`config.mk`:
```
export PLATFORM = sky130hd
export DESIGN_NAME = seg_display_reader
export DESIGN_NICKNAME = d
export VERILOG_FILES = /design/src/rtl/seg_display_reader.sv
export SDC_FILE = /design/constraint.sdc
export NUM_CORES = 1
export LEC_CHECK = 0
export ABC_AREA = 1
export ABC_CLOCK_PERIOD_IN_PS = 4410
export CAP_MARGIN = 40
export CORE_AREA = 2 2 90 57
export DETAILED_ROUTE_END_ITERATION = 8
export DIE_AREA = 0 0 92 59
export PLACE_DENSITY = 0.81
export SLEW_MARGIN = 20
export SYNTH_ARGS = -nofsm -noshare
export SYNTH_HDL_FRONTEND = slang
export SYNTH_SLANG_ARGS = --single-unit
```
`constraint.sdc`:
```
create_clock -name clk -period 4.41 [get_ports clk]
set_clock_uncertainty 0.2 [all_clocks]
set_input_delay 0.882 -clock clk [delete_from_list [all_inputs] [get_ports clk]]
set_output_delay 0.882 -clock clk [all_outputs]
set_load 0.01 [all_outputs]
```
`src/rtl/seg_display_reader.sv`:
```
// Samples an asynchronous 7-segment bus, waits for it to hold steady, and decodes it back into
// digit/blank/dash/invalid; strobes once per newly accepted symbol, with a saturating count and a sticky error flag.
module seg_display_reader #(
  parameter int STABLE_CYCLES = 16,
  parameter int CNT_W         = 8
) (
  input  logic       clk,
  input  logic       rst_n,
  input  logic [6:0] seg_in,
  input  logic       cc_in,
  input  logic       clr_err,
  output logic       sym_valid,
  output logic [1:0] sym_class,
  output logic [3:0] sym_digit,
  output logic [7:0] sym_count,
  output logic       err_sticky
);

  localparam logic [1:0] CLS_DIGIT = 2'b00;
  localparam logic [1:0] CLS_BLANK = 2'b01;
  localparam logic [1:0] CLS_DASH  = 2'b10;
  localparam logic [1:0] CLS_INVAL = 2'b11;

  localparam logic [CNT_W-1:0] CNT_MAX = CNT_W'(STABLE_CYCLES);
  // The accepting sample is the one that brings the run to STABLE_CYCLES-1, so the strobe
  // is registered STABLE_CYCLES+2 edges after the pins settle.
  localparam logic [CNT_W-1:0] CNT_ACC = CNT_W'(STABLE_CYCLES - 2);

  logic [7:0]       s1;
  logic [7:0]       s2;
  logic [7:0]       prev;
  logic [CNT_W-1:0] cnt;
  logic             have_last;
  logic [5:0]       last_sym;

  logic             same;
  logic             accept;
  logic             new_sym;
  logic [6:0]       lit;
  logic [1:0]       dec_class;
  logic [3:0]       dec_digit;

  always_comb begin
    same   = (s2 == prev);
    accept = same && (cnt == CNT_ACC);
    lit    = s2[7] ? s2[6:0] : ~s2[6:0];
  end

  always_comb begin
    dec_class = CLS_DIGIT;
    dec_digit = 4'd0;
    case (lit)
      7'h3F: dec_digit = 4'd0;
      7'h06: dec_digit = 4'd1;
      7'h5B: dec_digit = 4'd2;
      7'h4F: dec_digit = 4'd3;
      7'h66: dec_digit = 4'd4;
      7'h6D: dec_digit = 4'd5;
      7'h7D: dec_digit = 4'd6;
      7'h07: dec_digit = 4'd7;
      7'h7F: dec_digit = 4'd8;
      7'h6F: dec_digit = 4'd9;
      7'h00: dec_class = CLS_BLANK;
      7'h40: dec_class = CLS_DASH;
      default: dec_class = CLS_INVAL;
    endcase
  end

  // Compare the decoded symbol rather than raw pins, so a polarity flip showing the same glyph is not new.
  always_comb begin
    new_sym = accept && (!have_last || ({dec_class, dec_digit} != last_sym));
  end

  always_ff @(posedge clk or negedge rst_n) begin
    if (!rst_n) begin
      s1         <= '0;
      s2         <= '0;
      prev       <= '0;
      cnt        <= '0;
      have_last  <= 1'b0;
      last_sym   <= '0;
      sym_valid  <= 1'b0;
      sym_class  <= '0;
      sym_digit  <= '0;
      sym_count  <= '0;
      err_sticky <= 1'b0;
    end else begin
      s1   <= {cc_in, seg_in};
      s2   <= s1;
      prev <= s2;

      if (!same) begin
        cnt <= '0;
      end else if (cnt != CNT_MAX) begin
        cnt <= cnt + CNT_W'(1);
      end

      sym_valid <= new_sym;
      if (new_sym) begin
        last_sym  <= {dec_class, dec_digit};
        have_last <= 1'b1;
        sym_class <= dec_class;
        sym_digit <= dec_digit;
        if (sym_count != 8'hFF) begin
          sym_count <= sym_count + 8'd1;
        end
      end

      if (new_sym && (dec_class == CLS_INVAL)) begin
        err_sticky <= 1'b1;
      end else if (clr_err) begin
        err_sticky <= 1'b0;
      end
    end
  end

endmodule

```
==> results.cfg <==
[outcome]
outcome = finished clean

[synth]
syn-num-nets = 317
yosysWarnings = 0
synth_top_cell_area_share_pct = 49.6
synth_area_um2 = 2470
synth_cell_types = 28
syn_area_per_cell_um2 = 8.19
synth_largest_area_cell = dfrtp_1
ys_ff_latch = 49
syn-instance-count = 302
netlist_top_cells_area = dfrtp_1 50%, nand2_1 16%, nor2_1 4.4%, inv_1 4.2%, xor2_1 4.2%
seq_area_frac_synth_pct = 49.6

[route]
vias = 2013
ant_nets = 0
routed_wl_um = 4700
drc = 0
drt-wirelength-per-cell_um = 11.8
drt_iter0_drc = 91
first_pass_iters = 4
via_per_inst = 5.07

[global_route]
antenna_found_initial = 0
grt_overflow = 0
grt_pass1_vias = 1758
grt_pass1_wl_um = 7970
track_usage_pct = 19.0
grt_max_degree = 35

[cells_and_area]
num_antenna_cells = 0
final_common_cell = nand2_1
nNetsFinal = 348
final_design_area_no_fill_um2 = 2910
areaGrowthSynthToFinish_pct = 17.8
final_cell_mix = 107 x nand2_1, 49 x dfrtp_1, 29 x nor2_1
layout-drive-gt1-share_pct = 8.68

[sta]
relSlewSlack_pct = 59.0
fmax_mhz = 339
hold_viol_final = 0
fin_crit_sh_pct = 66.9
setup_viol_count_final = 0
fin_setup_tns_ns = 0
worst_pin_slew_ns = 0.609
fin_crit_ns = 2.95
drv_slew = 0
rsz0062_at_grt = no

[clock_network]
ctsHoldBuffers = 0
cts_resized = 0
clk_latency_ns = 0.30
htreeDepth = 2
cts.clk_slew.worst_paths_ns = 0.08
post_cts_buffers = 0
cts.sinks = 49
cts_buffer_depth = 2
cts_tree = yes
cts-root-buf = clkbuf_8
cts_buffers = 5

[placement]
globalplace.congestion = 0.904
dp_hpwl_um = 3560
place_area_um2 = 2800
portBuffers = 26

[die]
dieHeight_um = 59
ios = 27
fp-row-count = 19
initial_core_util_pct = 54.8
dieArea_um2 = 5430
die_x_um = 92
coreArea_um2 = 4520

[pwr]
peakVddDrop_uv = 169
leakagePower_nw = 1.41
p_per_area_nw_per_um2 = 295

[flow_run]
maxCapViolCount = 0

[worst_setup_path]
critPathCaptureType = flip-flop
crit_type = flip-flop to flip-flop
rrSetupSlack_ns = 1.46
start_kind = flip-flop
critical_path_required_ns = 4.40
cp_max_fo = 16
cp_data_arrival_time_ns = 2.94

[worst_hold_path]
hp-class = flip-flop to flip-flop
[worst paths after layout]
path	from	end	depth (start not counted)
worst min-delay path	s1[7]	s2[7]	0
worst max-delay path	s2[7]	sym_class[0]	17
min in group asynchronous	rst_n	sym_count[4]	1
worst max register to register	s2[7]	sym_class[0]	17
worst min register to register	s1[7]	s2[7]	0
max in group asynchronous	rst_n	s1[4]	2
[per-stage QoR]
step                      cells  util (%)  power, W  setup slack (ns)  hold slack (ns)
after floorplan             302         -  0.000514              2.16            0.131
final                       397      64.5  0.000860              1.46            0.151
after CTS                   397      64.5  0.000872              1.51            0.155
after global routing        397      64.5  0.000903              1.11            0.160
after detailed placement    389      61.9  0.000541              1.53            0.135
after global placement      388      61.5  0.000536              1.64            0.133
[flip-flops by register name (all words and copies together) (netlist names), 2 cells and up]
name,flops
s1,8
sym_count,8
prev,8
s2,8
sym_digit,3
sym_class,2
cnt,8
[layer usage]
layer / routed length [um] / vias to the layer above / part of all wire, % / track usage (%)
met1: 2300 / 934 / 49 / 27.4
met5: 0 / - / 0 / 0
li1: - / 1015 / - / -
met3: 321 / 2 / 6.8 / 5.60
met4: 10 / 0 / 0.21 / 3.41
met2: 2070 / 62 / 44 / 29.3
[cell usage after synthesis]
cell and number:
nand2_1 107, dfrtp_1 49, nor2_1 29, inv_1 28, xor2_1 12, nand4_1 10
nand3_1 9, nand2_2 7, o21ai_0 7, a21oi_1 6, ha_1 4, nor3_1 4
buf_6 3, nand2_4 3, nor2_2 3, nor4_1 3, o21ai_1 3, o21bai_1 3
nand3_2 2, xnor2_1 2, buf_2 1, inv_2 1, nand3b_1 1, nor2_4 1
nor3_2 1, nor3b_1 1, nor4b_1 1, or2_2 1
[layout make-up]
| type | instances | area [um^2] |
|---|---|---|
| fill | 381 | 1600 |
| sequential | 49 | 1230 |
| multi-input combinational | 220 | 1100 |
| timing repair buffer | 28 | 283 |
| inverter | 29 | 109 |
| clock buffer | 7 | 86.3 |
| tap | 63 | 78.8 |
| clock inverter | 1 | 30.0 |
[kinds of logic after synthesis]
group           share of synthesized area, %
simple gates                            33.3
flops                                   49.6
buf+inv                                 5.97
compound gates                          4.15
xor+xnor                                4.96
fa+ha+maj                               2.02
[worst max-delay path, stage by stage, from the launching register on]
cell and delay (ns):
dfrtp_1 0.66, inv_2 0.22, nand2_1 0.10, nand2_1 0.14
inv_1 0.13, nor2_1 0.07, nand2_1 0.06, nand2_1 0.09
nor2_1 0.17, nand3_2 0.16, nand3_1 0.10, o21ai_0 0.10
nor2_2 0.14, nand2_4 0.11, nand2_2 0.19, inv_1 0.12
nand2_1 0.07, nand2_1 0.04
[power by group]
group	internal (W)	switching, W
Sequential	0.000460	0.00000977
Clock	0.000185	0.000143
Combinational	0.0000233	0.0000387
Total	0.000668	0.000192
(Power assumes the default switching activity.)
